<file path="config.mk">
export PLATFORM = sky130hd
export DESIGN_NAME = demux1to16_deframer
export DESIGN_NICKNAME = d
export VERILOG_FILES = /design/src/rtl/demux1to16_deframer_pkg.sv /design/src/rtl/demux1to16_deframer_onehot_dec.sv /design/src/rtl/demux1to16_deframer.sv
export SDC_FILE = /design/constraint.sdc
export NUM_CORES = 1
export LEC_CHECK = 0
export ABC_AREA = 1
export CORE_ASPECT_RATIO = 1.2
export CORE_MARGIN = 2
export CORE_UTILIZATION = 59
export CTS_BUF_LIST = sky130_fd_sc_hd__clkbuf_8
export DETAILED_ROUTE_END_ITERATION = 12
export DONT_BUFFER_PORTS = 1
export PLACE_DENSITY = 0.86
export SLEW_MARGIN = 20
export SYNTH_ARGS = -nofsm -noshare
export SYNTH_HDL_FRONTEND = slang
export SYNTH_SLANG_ARGS = --single-unit
</file>
<file path="constraint.sdc">
create_clock -name clk -period 1.9 [get_ports clk]
set_clock_uncertainty 0.1 [all_clocks]
set_input_delay 0.285 -clock clk [delete_from_list [all_inputs] [get_ports clk]]
set_output_delay 0.285 -clock clk [all_outputs]
set_load 0.02 [all_outputs]
</file>
<file path="src/rtl/demux1to16_deframer_pkg.sv">
// Shared widths and select helpers for the 16:1 mux / 1:16 demux datapath.
package demux1to16_deframer_pkg;

  localparam int unsigned N_DEF     = 16;
  localparam int unsigned SEL_W_DEF = 4;

  typedef logic [N_DEF-1:0]     word_t;
  typedef logic [SEL_W_DEF-1:0] sel_t;

  function automatic word_t onehot(input sel_t s);
    onehot = word_t'(1) << s;
  endfunction

endpackage

</file>
<file path="src/rtl/demux1to16_deframer_onehot_dec.sv">
// Select-to-one-hot decoder; all outputs low unless the beat is accepted.
module demux_onehot_dec #(
  parameter int unsigned N     = 16,
  parameter int unsigned SEL_W = 4
) (
  input  logic             en,
  input  logic [SEL_W-1:0] sel,
  output logic [N-1:0]     hot
);

  always_comb begin
    hot = '0;
    for (int unsigned k = 0; k < N; k++) begin
      if (en && (sel == SEL_W'(k))) hot[k] = 1'b1;
    end
  end

endmodule

</file>
<file path="src/rtl/demux1to16_deframer.sv">
// Serial-to-parallel deframer: demuxes each accepted bit to its channel and
// emits the reassembled word on a valid/ready port once every channel is filled.
module demux1to16_deframer
  import demux1to16_deframer_pkg::*;
#(
  parameter int unsigned N        = N_DEF,
  parameter int unsigned SEL_W    = SEL_W_DEF,
  parameter int unsigned AUTO_SEL = 0
) (
  input  logic             clk,
  input  logic             rst,
  input  logic             flush,
  input  logic             in_valid,
  output logic             in_ready,
  input  logic             in_bit,
  input  logic [SEL_W-1:0] in_sel,
  output logic [N-1:0]     ch_strobe,
  output logic             ch_bit,
  output logic             out_valid,
  input  logic             out_ready,
  output logic [N-1:0]     out_data,
  output logic             dup_err
);

  logic [N-1:0]     shadow;
  logic [N-1:0]     mask;
  logic [N-1:0]     hot;
  logic [SEL_W-1:0] cnt;
  logic [SEL_W-1:0] sel;
  logic             accept;
  logic             complete;

  assign in_ready = !out_valid || out_ready;
  assign accept   = in_valid && in_ready && !flush;
  assign sel      = (AUTO_SEL != 0) ? cnt : in_sel;

  demux_onehot_dec #(.N(N), .SEL_W(SEL_W)) u_dec (
    .en  (accept),
    .sel (sel),
    .hot (hot)
  );

  // The completing bit bypasses the shadow so the word leaves one cycle after it.
  assign complete = accept && (&(mask | hot));

  always_ff @(posedge clk or posedge rst) begin
    if (rst) begin
      shadow    <= '0;
      mask      <= '0;
      cnt       <= '0;
      ch_strobe <= '0;
      ch_bit    <= 1'b0;
      out_valid <= 1'b0;
      out_data  <= '0;
      dup_err   <= 1'b0;
    end else begin
      ch_strobe <= hot;
      dup_err   <= |(mask & hot);
      if (accept) ch_bit <= in_bit;

      if (out_valid && out_ready) out_valid <= 1'b0;

      if (flush) begin
        shadow <= '0;
        mask   <= '0;
        cnt    <= '0;
      end else if (accept) begin
        cnt <= cnt + SEL_W'(1);
        if (complete) begin
          out_data  <= (shadow & ~hot) | ({N{in_bit}} & hot);
          out_valid <= 1'b1;
          shadow    <= '0;
          mask      <= '0;
        end else begin
          shadow <= (shadow & ~hot) | ({N{in_bit}} & hot);
          mask   <= mask | hot;
        end
      end
    end
  end

endmodule
</file>
==> results by group <==
Status
  – Status: complete, but fails checks
  – Failing checks: setup timing

Critical path
  – Arr. time, crit path: 2.21 ns
  – CP delay by family, top: simple AND/OR/NAND/NOR gates
  – Slowest-stage cell, CP: dfrtp_2
  – CP startpoint kind: flip-flop
  – Crit path buffers/inverters: 2
  – Crit end category: flip-flop
  – Kind of critical path: flip-flop to flip-flop
  – WP data required: 2.05 ns
  – Max stage delay on crit path: 0.42 ns
  – Critical Path, Cell by Cell: nand2_4 -> nand3_4 -> buf_12 -> o21ai_2 -> nand2_2 -> nor2_2 -> nand2_2 -> nor2_4 -> buf_12 -> nand2_4 -> nand2_1 -> nand2_1
  – Crit-path max FO: 8

Synthesis
  – Synth unique cells: 24
  – Top cell type's share of synthesized area: 0.535
  – Cell count after synthesis: 389
  – Post-synthesis cell area: 3130 µm²
  – Seq/Total Area, Yosys: 0.535
  – Synth warn: 0
  – Synthesized area per cell: 8.05 µm²
  – Top cells by area, synth: dfrtp_1 54%, nand2_1 18%, nand3_1 6.6%
  – Synthesis-stage register bit count: 67
  – Syn nets: 399
  – Cell taking the most area after synthesis: dfrtp_1

CTS
  – CTS buffer count: 9
  – Clk sinks: 67
  – Clk root buf: clkbuf_8
  – Htree depth: 3
  – Worst-path clk slew: 0.07 ns
  – CTS Buffer Depth: 2
  – Clk_lat worst skew: 0.35 ns
  – CTS tree: yes

Global routing
  – First-pass GRT wire length: 14100 µm
  – Met2 Use GR: 0.480
  – Largest net degree at the start of global routing: 68
  – GRT overflow: 0
  – Initial antenna violation count: 0
  – Routing usage on met3: 0.0652
  – Tot GR Track Use: 0.311
  – Global route hottest layer: met2
  – Vias in the first global route: 2935
  – Met1 Resource Use GR: 0.390

Detailed routing
  – Drt drc: 0
  – Detailed Routing Iterations Pass 1: 5
  – Vias per inst: 6.00
  – Post-Route WL: 8740 µm
  – Drt initial violations: 339
  – Vias: 2956
  – Mean routed wirelength per cell: 17.7 µm
  – Antenna viol nets, final: 0

Place
  – Final GP Congestion: 1.02
  – Pre-CTS WS: -0.115 ns
  – I/O Buffers: 0
  – HPWL Detailed: 5470 µm
  – Placed insts: 467

Floorplanning
  – Row count: 29
  – Boundary Pins: 46
  – Die width: 70.5 µm
  – Core area: 5190 µm²
  – Die height: 83.8 µm
  – Die ar.: 5910 µm²
  – Initial Util: 0.604

STA
  – Setup ws final: -0.160 ns
  – Fin Setup TNS: -1.93 ns
  – Max-Slew Margin vs Limit: 0.626
  – Period utilization: 1.08
  – Fmax achieved: 485 MHz
  – RSZ-0062 raised after global routing: yes
  – Least-Margin Pin Slew: 0.558 ns
  – Period minus WS final: 2.06 ns
  – Final max-slew violation count: 0
  – Final setup viols: 26
  – Final hold vios: 0

Finish
  – Most frequent cells in the layout: 141 x nand2_1, 66 x dfrtp_1, 41 x nand3_1
  – Final core utilization: 0.759
  – # diodes: 0
  – Nets: 436
  – Area grow syn2layout: 25.7%
  – Fillers: 347
  – FF+latch area: 1680 µm²
  – Non-filler cells, final: 493
  – Share of layout cells above drive strength 1: 0.239
  – Multi-input gate area: 1500 µm²
  – Commonest non-fill, non-tap cell in the layout: nand2_1

Worst hold path
  – Hold Path Class: primary input to flip-flop

Pwr
  – Peak VDD IR: 0.000569 V
  – Leakage: 1.98 nW
  – Pwr/cell area: 744 nW/µm²

Run
  – Max-cap viol count: 0
[final cells by class]
class                   instances  share of cell area
clock inverters                 3             0.00953
inverters                      15              0.0153
well taps                      62              0.0197
flip-flops and latches         67               0.426
clock buffers                  13              0.0454
repair buffers                 42               0.102
multi-input cells             291               0.382
[routing by layer]
layer	part of all wire	vias up	wire, µm
li1	-	1323	-
met1	0.38	1431	3320
met2	0.51	162	4450
met3	0.060	40	526
met4	0.050	0	441
met5	0	-	0
[through the flow]
step	total power [mW]	hold WS, ns	instance area (µm²)
floorplan	1.60	0.335	3240
global placement	1.65	0.176	3520
detailed placement	1.65	0.183	3520
CTS	2.92	0.0697	3850
global route	3.02	0.135	3940
finish	2.93	0.121	3940
[state kept, by name, summed over array words and instances (netlist names)]
signal / cells
ch_strobe: 16
out_valid: 1
shadow: 16
ch_bit: 1
mask: 16
dup_err: 1
out_data: 16
[worst register-to-register path: stages (launching register included)]
cell	delay, ns
dfrtp_2	0.42
nand2_4	0.07
nand3_4	0.12
buf_12	0.18
o21ai_2	0.17
nand2_2	0.07
nor2_2	0.12
nand2_2	0.08
nor2_4	0.20
buf_12	0.15
nand2_4	0.10
nand2_1	0.11
nand2_1	0.06
[cell usage after synthesis (all sizes together)]
master	number
nor2	49
nand4	2
o21ai	12
nand3	42
a221oi	1
clkinv	2
inv	13
dfrtp	67
buf	11
a21oi	17
clkbuf	6
a22oi	1
nand2	151
o21bai	15
[path summary, 6_finish.rpt]
check | depth (start not counted) | from | end | slack (ns)
min in group asynchronous | 3 | rst | ch_strobe[9] | 0.42
worst min-delay path | 3 | in_sel[0] | ch_strobe[14] | 0.12
worst max register to register | 12 | out_valid | out_data[14] | -0.16
worst min register to register | 2 | shadow[0] | shadow[0] | 0.39
max in group asynchronous | 3 | rst | out_valid | 1.00
worst max-delay path | 12 | out_valid | out_data[14] | -0.16
[report_power, final]
group          internal, mW  total, mW  switching, mW  leakage [nW]
registers              1.44       1.45         0.0143         0.931
logic                0.0637      0.200          0.137         0.933
clock network         0.741       1.28          0.537         0.118
[logic make-up after synthesis]
family	after synthesis	share of synthesized area
AND/OR/NAND/NOR	244	0.327
flip-flops	67	0.535
AO/OA/AOI/OAI	46	0.0899
buffers and inverters	32	0.0479
[timing repair]
action,CTS,global route
gates resized for setup,11,18
pin swaps,7,6
cloned,1,0
endpoints found under the hold margin,67,0
setup buffers,7,2
hold buffers,1,0
endpoints found under the setup margin,43,50
No activity file was read; power rests on OpenSTA's default activity.
